`src/rtl/cam_capture_if.sv`:
```
// Bundles the camera byte stream, the frame-buffer write port and the
// control/status lines of cam_capture_ctrl so they travel as one port.
//
// Handshake: regwrite is a valid-only strobe. addr_in/data_in are
// meaningful only in the cycle regwrite=1, and there is no ready
// (the buffer accepts a write every cycle). The camera side has no
// back-pressure either: href qualifies px_data on every rising clk edge.
interface cam_capture_if #(
  parameter int AW = 15,
  parameter int DW = 12
);
  logic          start;
  logic          cont;
  logic          vsync;
  logic          href;
  logic [7:0]    px_data;
  logic [AW-1:0] addr_in;
  logic [DW-1:0] data_in;
  logic          regwrite;
  logic          frame_done;
  logic          busy;
  logic          line_err;
  logic          ovf;
  logic [2:0]    state_dbg;

  // Side that drives the camera/control inputs (camera model, host)
  modport master (
    output start, cont, vsync, href, px_data,
    input  addr_in, data_in, regwrite, frame_done, busy, line_err, ovf,
           state_dbg
  );

  // The capture controller itself
  modport slave (
    input  start, cont, vsync, href, px_data,
    output addr_in, data_in, regwrite, frame_done, busy, line_err, ovf,
           state_dbg
  );
endinterface

```
`src/rtl/cam_capture_ctrl.sv`:
```
// Write-side controller for the frame buffer: pairs camera bytes into
// RGB444 pixels and writes them at row*IMA_W+col. Writes outside the
// IMA_W x IMA_H window are suppressed, so the reserved black address
// IMA_W*IMA_H is never touched. All outputs are registered.
module cam_capture_ctrl #(
  parameter int AW    = 15,
  parameter int DW    = 12,
  parameter int IMA_W = 160,
  parameter int IMA_H = 120
) (
  input logic          clk,
  input logic          reset,
  cam_capture_if.slave cam
);

  typedef enum logic [2:0] {
    IDLE       = 3'd0,
    WAIT_VS_HI = 3'd1,
    WAIT_VS_LO = 3'd2,
    CAPTURE    = 3'd3,
    DONE       = 3'd4
  } state_t;

  localparam logic [AW-1:0] W_LIM   = AW'(IMA_W);
  localparam logic [AW-1:0] H_LIM   = AW'(IMA_H);
  localparam logic [AW-1:0] CNT_MAX = {AW{1'b1}};

  state_t        state_q, state_d;
  logic [AW-1:0] col_q;
  logic [AW-1:0] row_q;
  logic [AW-1:0] row_base_q;  // row_q*IMA_W kept incrementally, no multiplier
  logic          phase_q;
  logic [3:0]    red_q;
  logic          href_d_q;
  logic [AW-1:0] addr_q;
  logic [DW-1:0] data_q;
  logic          regwrite_q;
  logic          frame_done_q;
  logic          busy_q;
  logic          line_err_q;
  logic          ovf_q;

  logic frame_start;
  logic cap_active;
  logic in_bounds;

  // Counters reset when leaving WAIT_VS_LO; pixel work only while vsync is
  // low in CAPTURE, so a byte coinciding with vsync rising is dropped.
  assign frame_start = (state_q == WAIT_VS_LO) && !cam.vsync;
  assign cap_active  = (state_q == CAPTURE) && !cam.vsync;
  assign in_bounds   = (col_q < W_LIM) && (row_q < H_LIM);

  // State register
  always_ff @(posedge clk or posedge reset) begin
    if (reset) state_q <= IDLE;
    else       state_q <= state_d;
  end

  // Next-state logic; continuous mode re-enters WAIT_VS_LO because vsync
  // is already high when DONE is reached
  always_comb begin
    state_d = state_q;
    case (state_q)
      IDLE:       if (cam.start)  state_d = WAIT_VS_HI;
      WAIT_VS_HI: if (cam.vsync)  state_d = WAIT_VS_LO;
      WAIT_VS_LO: if (!cam.vsync) state_d = CAPTURE;
      CAPTURE:    if (cam.vsync)  state_d = DONE;
      DONE:       state_d = cam.cont ? WAIT_VS_LO : IDLE;
      default:    state_d = IDLE;
    endcase
  end

  // Pixel assembly, write generation, line/row tracking and status flags
  always_ff @(posedge clk or posedge reset) begin
    if (reset) begin
      col_q        <= '0;
      row_q        <= '0;
      row_base_q   <= '0;
      phase_q      <= 1'b0;
      red_q        <= '0;
      href_d_q     <= 1'b0;
      addr_q       <= '0;
      data_q       <= '0;
      regwrite_q   <= 1'b0;
      frame_done_q <= 1'b0;
      busy_q       <= 1'b0;
      line_err_q   <= 1'b0;
      ovf_q        <= 1'b0;
    end else begin
      regwrite_q   <= 1'b0;
      frame_done_q <= (state_d == DONE);
      busy_q       <= (state_d != IDLE);
      if (frame_start) begin
        col_q      <= '0;
        row_q      <= '0;
        row_base_q <= '0;
        phase_q    <= 1'b0;
        href_d_q   <= 1'b0;
        line_err_q <= 1'b0;
        ovf_q      <= 1'b0;
      end else if (cap_active) begin
        href_d_q <= cam.href;
        if (cam.href) begin
          if (!phase_q) begin
            red_q   <= cam.px_data[3:0];
            phase_q <= 1'b1;
          end else begin
            phase_q <= 1'b0;
            if (in_bounds) begin
              regwrite_q <= 1'b1;
              data_q     <= {red_q, cam.px_data};
              addr_q     <= row_base_q + col_q;
            end else if (row_q >= H_LIM) begin
              ovf_q <= 1'b1;
            end
            if (col_q != CNT_MAX) col_q <= col_q + 1'b1;
          end
        end else begin
          // Between lines phase stays 0, so an odd trailing byte is lost
          phase_q <= 1'b0;
          if (href_d_q) begin
            if (col_q != W_LIM) line_err_q <= 1'b1;
            col_q      <= '0;
            if (row_q != CNT_MAX) row_q <= row_q + 1'b1;
            row_base_q <= row_base_q + W_LIM;
          end
        end
      end
    end
  end

  assign cam.addr_in    = addr_q;
  assign cam.data_in    = data_q;
  assign cam.regwrite   = regwrite_q;
  assign cam.frame_done = frame_done_q;
  assign cam.busy       = busy_q;
  assign cam.line_err   = line_err_q;
  assign cam.ovf        = ovf_q;
  assign cam.state_dbg  = state_q;

endmodule

```
`src/flat_wrapper.sv`:
```
// flat-port wrapper written by rule: the top's interface ports become plain ports
module cam_capture_ctrl_flat 
#(
  parameter int AW    = 15,
  parameter int DW    = 12,
  parameter int IMA_W = 160,
  parameter int IMA_H = 120
)
  (clk, reset, cam_start, cam_cont, cam_vsync, cam_href, cam_px_data, cam_addr_in, cam_data_in, cam_regwrite, cam_frame_done, cam_busy, cam_line_err, cam_ovf, cam_state_dbg);
  cam_capture_if #(.AW(AW), .DW(DW)) cam_i ();
  input logic clk;
  input logic reset;
  input wire logic [$bits(cam_i.start)-1:0] cam_start;
  input wire logic [$bits(cam_i.cont)-1:0] cam_cont;
  input wire logic [$bits(cam_i.vsync)-1:0] cam_vsync;
  input wire logic [$bits(cam_i.href)-1:0] cam_href;
  input wire logic [$bits(cam_i.px_data)-1:0] cam_px_data;
  output wire logic [$bits(cam_i.addr_in)-1:0] cam_addr_in;
  output wire logic [$bits(cam_i.data_in)-1:0] cam_data_in;
  output wire logic [$bits(cam_i.regwrite)-1:0] cam_regwrite;
  output wire logic [$bits(cam_i.frame_done)-1:0] cam_frame_done;
  output wire logic [$bits(cam_i.busy)-1:0] cam_busy;
  output wire logic [$bits(cam_i.line_err)-1:0] cam_line_err;
  output wire logic [$bits(cam_i.ovf)-1:0] cam_ovf;
  output wire logic [$bits(cam_i.state_dbg)-1:0] cam_state_dbg;
  assign cam_i.start = cam_start;
  assign cam_i.cont = cam_cont;
  assign cam_i.vsync = cam_vsync;
  assign cam_i.href = cam_href;
  assign cam_i.px_data = cam_px_data;
  assign cam_addr_in = cam_i.addr_in;
  assign cam_data_in = cam_i.data_in;
  assign cam_regwrite = cam_i.regwrite;
  assign cam_frame_done = cam_i.frame_done;
  assign cam_busy = cam_i.busy;
  assign cam_line_err = cam_i.line_err;
  assign cam_ovf = cam_i.ovf;
  assign cam_state_dbg = cam_i.state_dbg;
  cam_capture_ctrl #(.AW(AW), .DW(DW), .IMA_W(IMA_W), .IMA_H(IMA_H)) u_core (.clk(clk), .reset(reset), .cam(cam_i));
endmodule
```
`config.mk`:
```
export PLATFORM = sky130hd
export DESIGN_NAME = cam_capture_ctrl_flat
export DESIGN_NICKNAME = d
export VERILOG_FILES = /design/src/rtl/cam_capture_if.sv /design/src/rtl/cam_capture_ctrl.sv /design/src/flat_wrapper.sv
export SDC_FILE = /design/constraint.sdc
export NUM_CORES = 1
export LEC_CHECK = 0
export ABC_AREA = 0
export BUFFER_PORTS_ARGS = -buffer_cell sky130_fd_sc_hd__buf_2
export CAP_MARGIN = 20
export CORE_ASPECT_RATIO = 1.5
export CORE_MARGIN = 2
export CORE_UTILIZATION = 35
export CTS_CLUSTER_DIAMETER = 200
export CTS_CLUSTER_SIZE = 24
export DETAILED_ROUTE_END_ITERATION = 8
export SYNTH_ARGS = -nofsm -noshare
export SYNTH_HDL_FRONTEND = slang
export SYNTH_SLANG_ARGS = --single-unit
```
`constraint.sdc`:
```
create_clock -name clk -period 7.25 [get_ports clk]
set_input_delay 1.45 -clock clk [delete_from_list [all_inputs] [get_ports clk]]
set_output_delay 1.45 -clock clk [all_outputs]
set_load 0.02 [all_outputs]
```
==> results of run 1 <==
[state kept, by name (all words and copies together), names as in the netlist]
signal	count
u_core.phase_q	1
u_core.href_d_q	1
u_core.cam.state_dbg	3
u_core.row_base_q	10
u_core.cam.ovf	1
u_core.row_q	15
u_core.col_q	15
u_core.red_q	4
u_core.cam.data_in	12
u_core.cam.frame_done	1
u_core.cam.line_err	1
u_core.cam.regwrite	1
u_core.cam.busy	1
u_core.cam.addr_in	15
[tightest hold or removal path, stage by stage, from the launching register on]
cell and delay [ns]:
dfrtp_1 0.33, nand2_1 0.05, nand2_1 0.05
[layout make-up]
| class | count | share of cell area (%) |
|---|---|---|
| Sequential cell | 81 | 40.28 |
| Clock inverter | 4 | 0.5470 |
| Inverter | 11 | 0.8453 |
| Tap cell | 153 | 3.804 |
| Timing Repair Buffer | 54 | 6.067 |
| Clock buffer | 12 | 5.097 |
| Multi-Input combinational cell | 363 | 43.36 |
[power groups by stage]
stage | clock network, mW | registers, mW | logic (mW)
final | 0.428 | 0.627 | 0.399
after global routing | 0.459 | 0.643 | 0.453
after CTS | 0.439 | 0.627 | 0.403
after detailed placement | 0 | 0.634 | 0.401
after global placement | 0 | 0.630 | 0.394
after floorplan | 0 | 0.663 | 0.236
[per-layer routing]
metal,part of all wire [%],track usage (%),up-vias
met3,3.9,3.012,15
li1,-,-,1795
met4,2.1,7.704,0
met5,0,0,-
met1,44,20.41,1772
met2,50,26.09,85
[kinds of logic after synthesis]
group,share of synthesized area (%)
multiplexers,1.530
other,0.08652
XOR/XNOR,5.456
flip-flops,46.77
AO/OA/AOI/OAI,14.52
adder cells (fa/ha/maj),4.330
buffers and inverters,3.002
AND/OR/NAND/NOR,24.31
[stage by stage]
stage | total power [mW] | area (µm²) | instances | setup WS [ns] | util [%]
floorplan | 0.8998 | 4334 | 476 | 3.720 | -
global placement | 1.024 | 4721 | 661 | 3.554 | 39.29
detailed placement | 1.035 | 4721 | 661 | 3.492 | 39.29
CTS | 1.469 | 5005 | 677 | 3.849 | 41.65
global route | 1.555 | 5032 | 678 | 3.650 | 41.88
finish | 1.454 | 5032 | 678 | 3.865 | 41.88
[how the worst max path moves through the flow]
stage          startpoint                            endpoint  slack [ns]  depth (start not counted)
4_1_cts         cam_vsync  u_core.cam.addr_in[14]$_DFFE_PP0P_        3.85                          6
6_report        cam_vsync  u_core.cam.addr_in[14]$_DFFE_PP0P_        3.86                          6
5_1_grt         cam_vsync   u_core.cam.addr_in[2]$_DFFE_PP0P_        3.65                          5
2_1_floorplan       reset   u_core.cam.addr_in[0]$_DFFE_PP0P_        3.72                          1
3_3_place_gp    cam_vsync  u_core.cam.addr_in[14]$_DFFE_PP0P_        3.55                          6
3_5_place_dp    cam_vsync  u_core.cam.addr_in[14]$_DFFE_PP0P_        3.49                          6
[layout by cell type (no fill, tap or decap), types with 2 or more instances in the layout]
cell and n:
o2111ai_1 3, xor2_1 16, and4_1 4, nand2b_1 4
dfrtp_1 81, a21o_1 7, a311o_1 2, nor4_1 6
buf_2 48, and3_1 7, clkbuf_16 9, or4b_1 2
nand3_1 22, o31ai_1 3, mux2_2 5, nand2_1 89
a31oi_1 5, nand4_1 19, nor2_1 39, a2111oi_1 3
o21a_1 5, a21oi_1 21, or3_1 5, clkinvlp_4 3
inv_1 10, buf_4 5, a211oi_1 2, clkinv_2 2
nor3_1 4, ha_1 15, xnor2_1 11, o211ai_1 4
and2_1 5, or4_1 5, a31o_2 2, clkbuf_8 2
o21ai_0 27
==> results.sh, run 1 <==
export IMPL_status="complete, no violations"
export IMPL_whs_ns=0.4615
export IMPL_leakage_nw=2.365
export IMPL_rsz0062_at_grt="no"
export IMPL_drive_above_1_share_pct=15.43
export IMPL_cts_clk_slew_worst_paths_ns=0.06
export IMPL_worstHoldStart="u_core.cam.data_in[7]$_DFFE_PP0P_"
export IMPL_fin_skew_ns=0.008200
export IMPL_num_antenna_cells=0
export IMPL_reg2reg_depth=5
export IMPL_hold_violations=0
export IMPL_synth_top_cells_by_count="nand2_1, dfrtp_1, nor2_1, o21ai_0, nand3_1"
export IMPL_rows=49
export IMPL_fin_crit_ns=3.385
export IMPL_post_route_period_util_pct=46.69
export IMPL_syn_cell_area_um2=4334
export IMPL_cp_start_kind="primary input"
export IMPL_ctsResizeCount=0
export IMPL_drt_pre_antenna_iters=4
export IMPL_cp_required_ns=7.46
export IMPL_yosys_warnings=0
export IMPL_power_per_cell_area_nw_per_um2=288.9
export IMPL_ant_nets=0
export IMPL_die_area_um2=13310
export IMPL_maxCapViolCount=0
export IMPL_io_buffers=48
export IMPL_chipWidth_um=94.86
export IMPL_cts_tree="done"
export IMPL_ir_worst_vdd_mv=0.1344
export IMPL_synth_edf_count=0
export IMPL_core_area_um2=12020
export IMPL_finalSetupViolCount=0
export IMPL_fillers=1211
export IMPL_cp_max_fo=31
export IMPL_post_synth_top_count_cell="nand2_1"
export IMPL_ys_top_cells_by_area="dfrtp_1, nand2_1, ha_1, nor2_1, xor2_1"
export IMPL_drtIter0Drc=210
export IMPL_gr_usage_all_layers_pct=16.08
export IMPL_clk_latency_ns=0.34
export IMPL_path_class="primary input to flop"
export IMPL_p_int_mw=0.9336
export IMPL_vias=3667
export IMPL_grt_pass1_vias=3570
export IMPL_area_growth_pct=16.11
export IMPL_synth_main_ff_cell="dfrtp_1"
export IMPL_p_seq_share_pct=43.1
export IMPL_max_freq_ghz=0.2954
export IMPL_cts_inserted_buffers=9
export IMPL_ys_ff_latch=81
export IMPL_initial_utilization_pct=36.07
export IMPL_syn_num_nets=505
export IMPL_r2r_start="u_core.cam.state_dbg[0]$_DFF_PP0_"
export IMPL_holdCritPathClass="flop to flop"
export IMPL_cts_htree_levels=3
export IMPL_avgSynthCellArea_um2=9.105
export IMPL_cp_num_buf_inv=1
export IMPL_antenna_found_initial=0
export IMPL_netlist_instances=476
export IMPL_r2r_slack_ns=4.44
export IMPL_cts_buffer_depth=2
export IMPL_worstHoldEndpoint="u_core.cam.data_in[7]$_DFFE_PP0P_"
export IMPL_yosysUniqueCellTypes=55
export IMPL_cp_end_kind="flop"
export IMPL_holdPathStages=2
export IMPL_multi_input_area_um2=2182
export IMPL_grt_ovfl_total=0
export IMPL_cts_hold_buffers=0
export IMPL_slew_viol_final=0
export IMPL_dpl_hpwl_mm=7.209
export IMPL_fin_setup_tns_ns=0
export IMPL_synth_async_sr_flop_share_pct=100.0
export IMPL_path_delay_family="simple AND/OR/NAND/NOR gates"
export IMPL_netlist_area_leader_share_pct=46.77
export IMPL_swShare_pct=35.79
export IMPL_r2r_end="u_core.cam.addr_in[14]$_DFFE_PP0P_"
export IMPL_grt_pass1_wl_mm=16.94
export IMPL_cp_slowest_cell="or3_1"
export IMPL_post_synth_top_area_cell="dfrtp_1"
export IMPL_clockPowerShare_pct=29.4
export IMPL_yosysSeqAreaShare_pct=46.77
export IMPL_io_pin_count=49
export IMPL_die_y_um=140.3
export IMPL_post_drt_via_cell_ratio=5.409
export IMPL_power_switching_mw=0.5203
export IMPL_nNetsFinal=549
export IMPL_cp_cell_sequence="buf_2, or4b_1, nand4_1, or3_1, a311o_1, nand3_1"
export IMPL_regArea_um2=2027
export IMPL_tightest_slew_ns=0.9903
export IMPL_remaining_drc_errors=0
export IMPL_combPwrFrac_pct=27.5
export IMPL_slowest_delay_ns=0.79
export IMPL_cts_sinks=81
export IMPL_wire_per_inst_um=14.85
export IMPL_routed_wl_mm=10.07
export IMPL_grt_max_degree=82
export IMPL_cts_root_buf="clkbuf_16"
export IMPL_gp_congestion=0.8832
export IMPL_slew_headroom_pct=33.98
export IMPL_crit_arrival_ns=3.59
export IMPL_postCtsSetupBuffers=0
Power figures use the tool's default switching activity.
==> run 2, diff against run 1 <==
- ABC_AREA: 0 -> 1
- clock period: 7.25 -> 2.76 ns (I/O delays scaled with it)
==> results.sh, run 2 <==
export IMPL_fin_setup_tns_ns=0
export IMPL_layout_commonest_cell="nand2_1"
export IMPL_r2r_start="u_core.row_q[0]$_DFFE_PP0P_"
export IMPL_fin_crit_ns=2.070
export IMPL_grt_pass1_vias=4213
export IMPL_netlist_instances=675
export IMPL_fin_util_pct=40.40
export IMPL_crit_start="u_core.row_q[0]$_DFFE_PP0P_"
export IMPL_antenna_found_initial=0
export IMPL_worst_path_stages=9
export IMPL_wire_per_inst_um=12.88
export IMPL_routed_wl_mm=11.43
export IMPL_chipWidth_um=100.9
export IMPL_gr_usage_all_layers_pct=16.22
export IMPL_initial_utilization_pct=35.43
export IMPL_dpl_hpwl_mm=8.446
export IMPL_finalSetupViolCount=0
export IMPL_rsz0062_at_grt="no"
export IMPL_ir_worst_vdd_mv=0.3302
export IMPL_ys_ff_latch=81
export IMPL_cts_sinks=81
export IMPL_io_pin_count=49
export IMPL_holdCritPathClass="primary input to asynchronous set/reset pin"
export IMPL_maxCapViolCount=0
export IMPL_die_y_um=149.4
export IMPL_synth_main_ff_cell="dfrtp_1"
export IMPL_cts_tree="done"
export IMPL_synth_top_cells_by_count="nand2_1, dfrtp_1, inv_1, nor2_1, nand3_1"
export IMPL_cp_end_kind="flop"
export IMPL_cts_root_buf="clkbuf_16"
export IMPL_netlist_area_leader_share_pct=41.09
export IMPL_ys_top_cells_by_area="dfrtp_1, nand2_1, nand3_1, inv_1, nor2_1"
export IMPL_synth_async_sr_flop_share_pct=100.0
export IMPL_r2r_slack_ns=0.69
export IMPL_yosysUniqueCellTypes=37
export IMPL_gp_congestion=0.8343
export IMPL_slew_headroom_pct=54.68
export IMPL_yosysSeqAreaShare_pct=41.09
export IMPL_ctsResizeCount=0
export IMPL_post_synth_top_area_cell="dfrtp_1"
export IMPL_yosys_warnings=0
export IMPL_grt_max_degree=46
export IMPL_syn_num_nets=704
export IMPL_cp_required_ns=3.00
export IMPL_remaining_drc_errors=0
export IMPL_tightest_slew_ns=0.6790
export IMPL_critPathMostFrequentCell="nand2_1"
export IMPL_num_antenna_cells=0
export IMPL_drtIter0Drc=222
export IMPL_fin_skew_ns=0.01211
export IMPL_cp_max_fo=29
export IMPL_r2r_end="u_core.row_q[8]$_DFFE_PP0P_"
export IMPL_fillers=1472
export IMPL_path_class="flop to flop"
export IMPL_cts_htree_levels=3
export IMPL_cts_clk_slew_worst_paths_ns=0.07
export IMPL_nNetsFinal=747
export IMPL_crit_end="u_core.row_q[8]$_DFFE_PP0P_"
export IMPL_post_route_period_util_pct=75.02
export IMPL_slowest_delay_ns=0.42
export IMPL_clk_latency_ns=0.35
export IMPL_grt_ovfl_total=0
export IMPL_cp_cell_sequence="ha_1, nand3_1, nor2_2, and3b_1, nand2_1, nand2_2, inv_1, nand2_1, nand2_1"
export IMPL_io_buffers=48
export IMPL_core_area_um2=13930
export IMPL_power_per_cell_area_nw_per_um2=856.9
export IMPL_leakage_nw=2.859
export IMPL_cp_num_buf_inv=1
export IMPL_path_delay_family="simple AND/OR/NAND/NOR gates"
export IMPL_grt_pass1_wl_mm=19.64
export IMPL_drt_pre_antenna_iters=4
export IMPL_cts_buffer_depth=2
export IMPL_hold_violations=0
export IMPL_avgSynthCellArea_um2=7.309
export IMPL_syn_cell_area_um2=4933
export IMPL_setup_slack_ns=0.6896
export IMPL_slew_viol_final=0
export IMPL_mostFrequentLayoutCells="nand2_1, dfrtp_1, inv_1"
export IMPL_area_growth_pct=14.05
export IMPL_die_area_um2=15080
export IMPL_status="complete, no violations"
export IMPL_ant_nets=0
export IMPL_detailedPlace_worstSlack_ns=0.6079
export IMPL_post_synth_top_count_cell="nand2_1"
export IMPL_max_freq_ghz=0.4830
export IMPL_post_drt_via_cell_ratio=4.849
export IMPL_cts_inserted_buffers=9
export IMPL_cts_hold_buffers=0
export IMPL_reg2reg_depth=9
export IMPL_cp_slowest_cell="dfrtp_1"
export IMPL_crit_arrival_ns=2.31
export IMPL_drive_above_1_share_pct=13.28
export IMPL_vias=4306
export IMPL_postCtsSetupBuffers=0
export IMPL_cp_start_kind="flop"
export IMPL_rows=53
export IMPL_synth_edf_count=0
==> run 2: cell types whose count changed in the layout (fill, tap and decap cells not counted), sizes merged, moves of 6 or more <==
cell   change
nor3       +7
and3       -7
o21ai     +23
a21o       -7
nor4       -6
nor2      +36
a21oi      -8
inv       +72
nand3     +35
xnor2      -8
nand2    +125
==> run 2: cell families (layout without fill, tap and decap cells) <==
family	after synthesis	after routing	share of synthesized area, %
flip-flops	81	81	41.09
adder cells (fa/ha/maj)	15	15	3.804
AO/OA/AOI/OAI	71	71	8.090
buffers and inverters	97	145	8.750
other	1	1	0.07601
AND/OR/NAND/NOR	389	389	34.47
XOR/XNOR	21	21	3.728
==> run 2: worst min-delay path by stage <==
stage                                             startpoint                            endpoint  slack [ns]
final                                                  reset  u_core.cam.addr_in[14]$_DFFE_PP0P_        0.27
after global routing                                   reset  u_core.cam.addr_in[14]$_DFFE_PP0P_        0.33
after CTS                                              reset  u_core.cam.addr_in[14]$_DFFE_PP0P_        0.30
after detailed placement  u_core.cam.data_in[11]$_DFFE_PP0P_  u_core.cam.data_in[11]$_DFFE_PP0P_        0.46
after global placement    u_core.cam.data_in[11]$_DFFE_PP0P_  u_core.cam.data_in[11]$_DFFE_PP0P_        0.46
after floorplan                  u_core.red_q[2]$_DFFE_PP0P_  u_core.cam.data_in[10]$_DFFE_PP0P_        0.44
==> run 2: report_power, final <==
| part | leakage (nW) | internal [mW] | switching, mW |
|---|---|---|---|
| combinational | 1.62 | 0.552 | 1.05 |
| clock | 0.163 | 0.812 | 0.533 |
| sequential | 1.08 | 1.50 | 0.374 |
==> run 2: stage by stage <==
stage	area, µm²	total power [mW]	cells	hold slack (ns)
after detailed placement	5295	3.504	872	0.4596
after global placement	5295	3.500	872	0.4571
after CTS	5627	4.877	888	0.2952
after global routing	5627	5.205	888	0.3326
after floorplan	4933	3.039	675	0.4422
final	5627	4.821	888	0.2734
==> run 2: worst reg2reg max path, stage by stage, from the launching register on <==
cell and delay, ns:
dfrtp_1 0.42, ha_1 0.25, nand3_1 0.17, nor2_2 0.21, and3b_1 0.18, nand2_1 0.06, nand2_2 0.41, inv_1 0.13
nand2_1 0.08, nand2_1 0.05
==> run 2: layout make-up <==
| class | instances | area, µm² | area share (%) |
|---|---|---|---|
| Timing Repair Buffer | 51 | 287.8 | 5.115 |
| Clock inverter | 7 | 106.4 | 1.890 |
| Inverter | 78 | 299.0 | 5.315 |
| Clock buffer | 9 | 225.2 | 4.003 |
| Tap cell | 165 | 206.4 | 3.669 |
| Multi-Input combinational cell | 497 | 2475 | 43.98 |
| Sequential cell | 81 | 2027 | 36.02 |
==> run 2: routing by layer <==
layer / part of all wire (%) / routed length (µm) / GRT usage, %
met1: 43 / 4932 / 19.20
met5: 0 / 0 / 0
met3: 2.5 / 291 / 1.968
met2: 52 / 5935 / 29.27
met4: 2.4 / 274 / 6.689
